==> src/rtl/fibo_stream_gen.sv <==
// fibo_stream_gen
// Fibonacci term generator that streams one term per valid/ready handshake.
// Two term registers (a, b) hold consecutive terms; a is always the term on
// the output. Each accepted term advances the pair to (b, a+b), with either
// modulo-2^W wrap or saturation at all-ones, and a sticky flag records any
// carry-out seen during the current run. An optional terminal count ends the
// run in DONE, from which start restarts from the seeds.
//
// Ports:
//   clk        clock, all state updates on rising edge
//   rst        synchronous active-low reset
//   start      IDLE->RUN, or DONE->RUN with seed reload
//   hold       pauses the stream: withdraws out_valid and freezes state
//   sat_mode   0 = wrap modulo 2^W, 1 = saturate at 2^W-1 (sampled per fire)
//   load       in IDLE, load a/b from load_a/load_b
//   load_a     value for a on load
//   load_b     value for b on load
//   out_ready  consumer ready
//   out_valid  term valid
//   out_data   current term (register a)
//   out_last   current term is the final term of the run
//   out_idx    index of the current term within the run
//   ovf        sticky carry-out flag for the current run
//   done       run finished (DONE state)

module fibo_stream_gen #(
  parameter int unsigned       W      = 8,
  parameter logic [W-1:0]      SEED_A = W'(0),
  parameter logic [W-1:0]      SEED_B = W'(1),
  parameter int unsigned       LIMIT  = 0,
  parameter int unsigned       CW     = 16
) (
  input  logic          clk,
  input  logic          rst,
  input  logic          start,
  input  logic          hold,
  input  logic          sat_mode,
  input  logic          load,
  input  logic [W-1:0]  load_a,
  input  logic [W-1:0]  load_b,
  input  logic          out_ready,
  output logic          out_valid,
  output logic [W-1:0]  out_data,
  output logic          out_last,
  output logic [CW-1:0] out_idx,
  output logic          ovf,
  output logic          done
);

  typedef enum logic [1:0] {
    ST_IDLE = 2'd0,
    ST_RUN  = 2'd1,
    ST_DONE = 2'd2
  } state_t;

  // LIMIT of zero means free-running; LAST_IDX is then never consulted.
  localparam logic            HAS_LIMIT = (LIMIT != 0);
  localparam logic [CW-1:0]   LAST_IDX  = (LIMIT == 0) ? '0 : CW'(LIMIT - 1);

  state_t        state_q, state_d;
  logic [W-1:0]  a_q, a_d;
  logic [W-1:0]  b_q, b_d;
  logic [CW-1:0] idx_q, idx_d;
  logic          ovf_q, ovf_d;

  logic          fire;
  logic [W:0]    sum;
  logic [W-1:0]  next_b;

  assign out_data  = a_q;
  assign out_idx   = idx_q;
  assign ovf       = ovf_q;
  assign done      = (state_q == ST_DONE);
  assign out_valid = (state_q == ST_RUN) & ~hold;
  assign out_last  = out_valid & HAS_LIMIT & (idx_q == LAST_IDX);
  assign fire      = out_valid & out_ready;

  // Extra bit captures the carry that drives both saturation and ovf.
  assign sum    = {1'b0, a_q} + {1'b0, b_q};
  assign next_b = (sat_mode && sum[W]) ? {W{1'b1}} : sum[W-1:0];

  always_comb begin
    state_d = state_q;
    a_d     = a_q;
    b_d     = b_q;
    idx_d   = idx_q;
    ovf_d   = ovf_q;

    case (state_q)
      ST_IDLE: begin
        if (load) begin
          a_d   = load_a;
          b_d   = load_b;
          idx_d = '0;
          ovf_d = 1'b0;
        end
        if (start) begin
          state_d = ST_RUN;
        end
      end

      ST_RUN: begin
        if (fire) begin
          a_d   = b_q;
          b_d   = next_b;
          ovf_d = ovf_q | sum[W];
          // A free-running idx simply wraps at 2^CW.
          idx_d = idx_q + CW'(1);
          if (out_last) begin
            state_d = ST_DONE;
          end
        end
      end

      ST_DONE: begin
        if (start) begin
          a_d     = SEED_A;
          b_d     = SEED_B;
          idx_d   = '0;
          ovf_d   = 1'b0;
          state_d = ST_RUN;
        end
      end

      default: begin
        state_d = ST_IDLE;
      end
    endcase
  end

  always_ff @(posedge clk) begin
    if (!rst) begin
      state_q <= ST_IDLE;
      a_q     <= SEED_A;
      b_q     <= SEED_B;
      idx_q   <= '0;
      ovf_q   <= 1'b0;
    end else begin
      state_q <= state_d;
      a_q     <= a_d;
      b_q     <= b_d;
      idx_q   <= idx_d;
      ovf_q   <= ovf_d;
    end
  end

endmodule

==> config.mk <==
export PLATFORM = sky130hd
export DESIGN_NAME = fibo_stream_gen
export DESIGN_NICKNAME = d
export VERILOG_FILES = /design/src/rtl/fibo_stream_gen.sv
export SDC_FILE = /design/constraint.sdc
export NUM_CORES = 1
export LEC_CHECK = 0
export CELL_PAD_IN_SITES_DETAIL_PLACEMENT = 0
export CELL_PAD_IN_SITES_GLOBAL_PLACEMENT = 2
export CORE_MARGIN = 3
export CORE_UTILIZATION = 26
export CTS_CLUSTER_DIAMETER = 60
export DETAILED_ROUTE_END_ITERATION = 16
export MAX_ROUTING_LAYER = met4
export PLACE_DENSITY = 0.82
export SLEW_MARGIN = 30
export SYNTH_ARGS = -nofsm -noshare
export SYNTH_HDL_FRONTEND = slang
export SYNTH_SLANG_ARGS = --single-unit
==> constraint.sdc <==
create_clock -name clk -period 2.1 [get_ports clk]
set_input_delay 0.42 -clock clk [delete_from_list [all_inputs] [get_ports clk]]
set_output_delay 0.42 -clock clk [all_outputs]
set_load 0.02 [all_outputs]
==> results.sh, run 1 <==
export IMPL_layout_commonest_cell="clkdlybuf4s50_1"
export IMPL_nFillCells=737
export IMPL_maxCapViolations=0
export IMPL_worstSetupStartpointType="input pin"
export IMPL_rsz0062_at_grt="false"
export IMPL_final_cell_mix="clkdlybuf4s50_1, dfxtp_1, nor2_1"
export IMPL_syn_area_um2=1950
export IMPL_postCtsSetupRepairBufs=0
export IMPL_finalWirelength_mm=5.10
export IMPL_synthToLayoutAreaGrowth_pct=43.6
export IMPL_worstMarginPinSlew_ps=521
export IMPL_synthTopCellsByArea="dfxtp_1, mux2i_1, ha_1, nor2_1, xor2_1"
export IMPL_arrival_ps=1560
export IMPL_timing_fmax_ghz=0.505
export IMPL_synth_cells=219
export IMPL_clockBufferDepth=2
export IMPL_drcViolationCount=0
export IMPL_place_gp_congestion=0.762
export IMPL_fin_crit_sh=0.944
export IMPL_core_area_um2=7020
export IMPL_clk_latency_ps=290
export IMPL_rows=30
export IMPL_synth_top_area_frac=0.349
export IMPL_yosysUniqueCellTypes=47
export IMPL_slew_headroom=0.652
export IMPL_die_area_um2=8580
export IMPL_cts_made_buffers=5
export IMPL_synth_seq_cells=34
export IMPL_root_buffer="clkbuf_8"
export IMPL_cts_tree="done"
export IMPL_hold_class="register to register"
export IMPL_drive_gt1_frac=0.160
export IMPL_portBuffers=48
export IMPL_status="finished clean"
export IMPL_overflow=0
export IMPL_ys_seq_area_frac=0.349
export IMPL_synth_area_per_cell_um2=8.91
export IMPL_cp_end_kind="primary output"
export IMPL_synth_largest_area_cell="dfxtp_1"
export IMPL_grt_usage=0.126
export IMPL_diodes=0
export IMPL_drt_iter0_markers=57
export IMPL_critPathKind="input pin to primary output"
export IMPL_p_leak_uw=0.00115
export IMPL_grt_pass1_vias=1764
export IMPL_setup_tns_ps=0
export IMPL_num_io_pins=51
export IMPL_setup_viol_count_final=0
export IMPL_slew_viol_final=0
export IMPL_grt_max_degree=21
export IMPL_vias_per_cell=4.62
export IMPL_skew_ps=4.36
export IMPL_antenna_found_initial=0
export IMPL_grt_pass1_wl_mm=8.38
export IMPL_firstDrtPassIters=4
export IMPL_post_dp_cell_area_um2=2680
export IMPL_die_w_um=92.6
export IMPL_synthFlopType="dfxtp_1"
export IMPL_vias=1775
export IMPL_p_total_uw=1630
export IMPL_irDropWorstVdd_mv=0.333
export IMPL_wl_per_cell_um=13.3
export IMPL_fin_nets=320
export IMPL_design_area_um2=2800
export IMPL_worstPathRequired_ps=1680
export IMPL_crit_fanout=3
export IMPL_synth_async_sr_flop_share=0
export IMPL_p_per_area_nw_per_um2=582
export IMPL_period_minus_slack_ps=1980
export IMPL_cts_sinks=34
export IMPL_drtAntennaViolNets=0
export IMPL_synth_edf_count=0
export IMPL_start_util=0.278
export IMPL_post_dp_hpwl_mm=3.85
export IMPL_cts_clk_slew_worst_paths_ps=70
export IMPL_die_h_um=92.6
export IMPL_hold_viol_final=0
export IMPL_htreeDepth=2
export IMPL_synth_warnings=0
[flip-flops by register name, summed over array words and instances, names as in the netlist]
register  flops
ovf           1
b_q           8
state_q       1
out_data      8
out_idx      16
[cells by family (layout without fill, tap and decap cells)]
logic type,Yosys count,in the layout,synth area share
AND/OR/NAND/NOR,76,76,0.200
adder cells (fa/ha/maj),10,10,0.0680
AO/OA/AOI/OAI,50,50,0.193
flip-flops,34,34,0.349
other,1,2,0.00192
multiplexers,12,12,0.0616
buffers and inverters,18,86,0.0455
XOR/XNOR,18,18,0.0808
[cells in the mapped netlist (all sizes together) (2+ instances only)]
cell type,number
o21ai,8
clkbuf,6
o311ai,3
o211a,8
nand3,4
nor2,25
nor3,4
mux2i,12
a21o,2
a211oi,4
inv,6
xor2,10
xnor2,8
o21a,2
o21bai,2
nand2,21
ha,9
nand4,4
o31ai,2
nor2b,2
nor3b,3
dfxtp,34
buf,6
a31oi,2
or3,5
o211ai,2
a21oi,10
[path summary, 6_finish.rpt]
kind / start / to / slack [ps] / cells past startpoint
max: hold / out_valid / 120 / 3
min: b_q[2]$_SDFFE_PN0P_ / b_q[2]$_SDFFE_PN0P_ / 490 / 2
max reg2reg: out_data[0]$_SDFFE_PN0P_ / b_q[2]$_SDFFE_PN0P_ / 120 / 8
min reg2reg: b_q[2]$_SDFFE_PN0P_ / b_q[2]$_SDFFE_PN0P_ / 490 / 2
[routing by layer]
metal / part of all wire / GRT usage / vias to the layer above
met2: 0.48 / 0.205 / 41
met5: 0 / - / -
met1: 0.47 / 0.154 / 818
met4: 0.0086 / 0.0440 / 0
li1: - / - / 911
met3: 0.043 / 0.0292 / 5
[layout make-up]
cell class,instances,area [µm²],share of cell area
flip-flops and latches,34,682,0.244
inverters,6,22.5,0.00804
well taps,96,120,0.0429
clock buffers,6,82.6,0.0295
clock inverters,2,12.5,0.00447
multi-input cells,168,1220,0.436
repair buffers,72,661,0.236
[timing repair]
action                     in CTS  in global routing
pin swaps                       0                  4
setup endpoints to repair       1                  3
hold buffers                    0                  0
resized for setup               1                  6
[report_power, final]
| part | internal, µW | switching [µW] |
|---|---|---|
| Combinational | 204 | 192 |
| Clock | 264 | 262 |
| Sequential | 677 | 31.5 |
| Total | 1140 | 486 |
[per-stage QoR]
stage	utilization	hold WS [ps]	std cells	setup slack, ps
detailed placement	0.381	491	376	-61.8
global route	0.399	534	384	10.7
finish	0.399	487	384	118
CTS	0.395	501	384	30.7
global placement	0.381	477	376	-40.2
floorplan	-	457	220	28.6
[critical path, cell delays in order]
cell and delay (ps):
clkdlybuf4s50_1 440, nor2_1 100, clkdlybuf4s50_1 610
No activity file was read; power rests on OpenSTA's default activity.
==> run 2: changes to the inputs <==
- RECOVER_POWER: not set -> 100
==> run 2 against run 1 <==
  * Critical path depth increased by 5
  * Routed wire length down 0.96%
  * First-iteration DRC count grew 18%
  * Highest routed layer unchanged
==> results.sh, run 2 (same netlist as run 1, synthesis figures left out) <==
export IMPL_cts_made_buffers=5
export IMPL_clockPowerShare=0.325
export IMPL_seqPwrFrac=0.440
export IMPL_start_util=0.278
export IMPL_cp_end_kind="register"
export IMPL_crit_fanout=4
export IMPL_reg2reg_from="out_data[0]$_SDFFE_PN0P_"
export IMPL_setup_viol_count_final=0
export IMPL_firstDrtPassIters=4
export IMPL_die_h_um=92.6
export IMPL_final_util=0.393
export IMPL_die_area_um2=8580
export IMPL_post_dp_hpwl_mm=3.85
export IMPL_worstPathRequired_ps=2270
export IMPL_critPathKind="register to register"
export IMPL_slew_headroom=0.655
export IMPL_synthToLayoutAreaGrowth_pct=41.6
export IMPL_worst_r2r_setup_slack_ps=110
export IMPL_overflow=0
export IMPL_largest_reg_flops=16
export IMPL_rsz0062_at_grt="false"
export IMPL_cts_clk_slew_worst_paths_ps=70
export IMPL_drtAntennaViolNets=0
export IMPL_timing_fmax_ghz=0.503
export IMPL_worstMarginPinSlew_ps=517
export IMPL_vias=1772
export IMPL_vias_per_cell=4.61
export IMPL_final_cell_mix="dfxtp_1, dlygate4sd3_1, nor2_1"
export IMPL_grt_max_degree=21
export IMPL_reg2regPathDepth=8
export IMPL_cts_hold_buf=0
export IMPL_use_met3=0.0292
export IMPL_maxCapViolations=0
export IMPL_p_per_area_nw_per_um2=582
export IMPL_startpoint="out_data[0]$_SDFFE_PN0P_"
export IMPL_grt_pass1_vias=1764
export IMPL_diodes=0
export IMPL_core_area_um2=7020
export IMPL_clockBufferDepth=2
export IMPL_gr_usage_met2=0.205
export IMPL_irDropWorstVdd_mv=0.329
export IMPL_num_io_pins=51
export IMPL_setup_tns_ps=0
export IMPL_grt_pass1_wl_mm=8.38
export IMPL_fin_nets=320
export IMPL_rows=30
export IMPL_worstSetupStartpointType="register"
export IMPL_place_gp_congestion=0.762
export IMPL_layout_commonest_cell="dfxtp_1"
export IMPL_portBuffers=48
export IMPL_wl_per_cell_um=13.2
export IMPL_root_buffer="clkbuf_8"
export IMPL_period_minus_slack_ps=1990
export IMPL_status="finished clean"
export IMPL_fin_crit_sh=0.947
export IMPL_cts_sinks=34
export IMPL_htreeDepth=2
export IMPL_p_int_uw=1130
export IMPL_skew_ps=4.69
export IMPL_p_switching_uw=477
export IMPL_antenna_found_initial=0
export IMPL_busiest_layer="met2"
export IMPL_cts_tree="done"
export IMPL_hold_viol_final=0
export IMPL_finalWirelength_mm=5.05
export IMPL_clk_latency_ps=290
export IMPL_worstReg2RegEnd="b_q[5]$_SDFFE_PN0P_"
export IMPL_die_w_um=92.6
export IMPL_postCtsSetupRepairBufs=0
export IMPL_pwr_share_comb=0.235
export IMPL_fin_cells=384
export IMPL_arrival_ps=2160
export IMPL_setup_worst_path_end="b_q[5]$_SDFFE_PN0P_"
export IMPL_grt_met1_usage=0.154
export IMPL_hold_class="register to register"
export IMPL_drcViolationCount=0
export IMPL_p_leak_uw=0.00120
export IMPL_grt_usage=0.126
export IMPL_sw_frac_of_total=0.296
export IMPL_drt_iter0_markers=67
export IMPL_drive_gt1_frac=0.146
export IMPL_place_inst=376
export IMPL_slew_viol_final=0
run 2: cell types whose count changed in the layout (fill, tap and decap cells not counted), moves of 2 or more:
| cell | delta |
|---|---|
| clkbuf_2 | +2 |
| buf_4 | -7 |
| clkbuf_1 | +2 |
| dlygate4sd3_1 | +26 |
| clkbuf_4 | +2 |
| clkdlybuf4s50_1 | -26 |
run 2: metrics by stage:
step	power (µW)	setup slack [ps]	cell area (µm²)	hold slack, ps
finish	1610	111	2760	487
global route	1700	6.37	2760	534
CTS	1640	30.7	2770	501
detailed placement	1110	-61.8	2680	491
global placement	1100	-40.2	2680	477
floorplan	945	28.6	1960	457
run 2: worst max-delay path, stage by stage, from the launching register on:
cell      delay, ps
dfxtp_1         320
ha_2            200
fa_2            380
a211oi_2        290
or3_4           190
a31oi_4         110
nor2_1          150
clkbuf_2        160
a21oi_1          70
run 2: timing repair:
action,CTS,global route
pin swaps,0,4
endpoints found under the setup margin,1,3
gates resized for setup,1,6
run 2: area by class of cell:
class                      instances  area (µm²)
clock buffer                       6        82.6
clock inverter                     2        12.5
tap                               96         120
inverter                           6        22.5
sequential                        34         682
fill                             742        4260
multi-input combinational        168        1200
timing repair buffer              72         646
run 2: power by group through the flow:
stage	registers, µW	clock network [µW]	logic, µW
6_report	707	522	378
5_1_grt	713	574	417
4_1_cts	710	546	385
3_5_place_dp	724	0	381
3_3_place_gp	723	0	381
2_1_floorplan	735	0	210
run 2: layer usage:
metal / part of all wire / wire length [µm]
met5: 0 / 0
met4: 0.0089 / 45
met3: 0.043 / 219
met2: 0.48 / 2420
met1: 0.47 / 2370
run 2: worst min-delay path by stage:
stage	startpoint	end	slack, ps	depth (start not counted)
6_report	b_q[2]$_SDFFE_PN0P_	b_q[2]$_SDFFE_PN0P_	490	2
5_1_grt	b_q[2]$_SDFFE_PN0P_	b_q[2]$_SDFFE_PN0P_	530	2
4_1_cts	b_q[4]$_SDFFE_PN0P_	b_q[4]$_SDFFE_PN0P_	500	2
3_5_place_dp	b_q[4]$_SDFFE_PN0P_	b_q[4]$_SDFFE_PN0P_	490	2
3_3_place_gp	b_q[4]$_SDFFE_PN0P_	b_q[4]$_SDFFE_PN0P_	480	2
2_1_floorplan	b_q[4]$_SDFFE_PN0P_	b_q[4]$_SDFFE_PN0P_	460	2
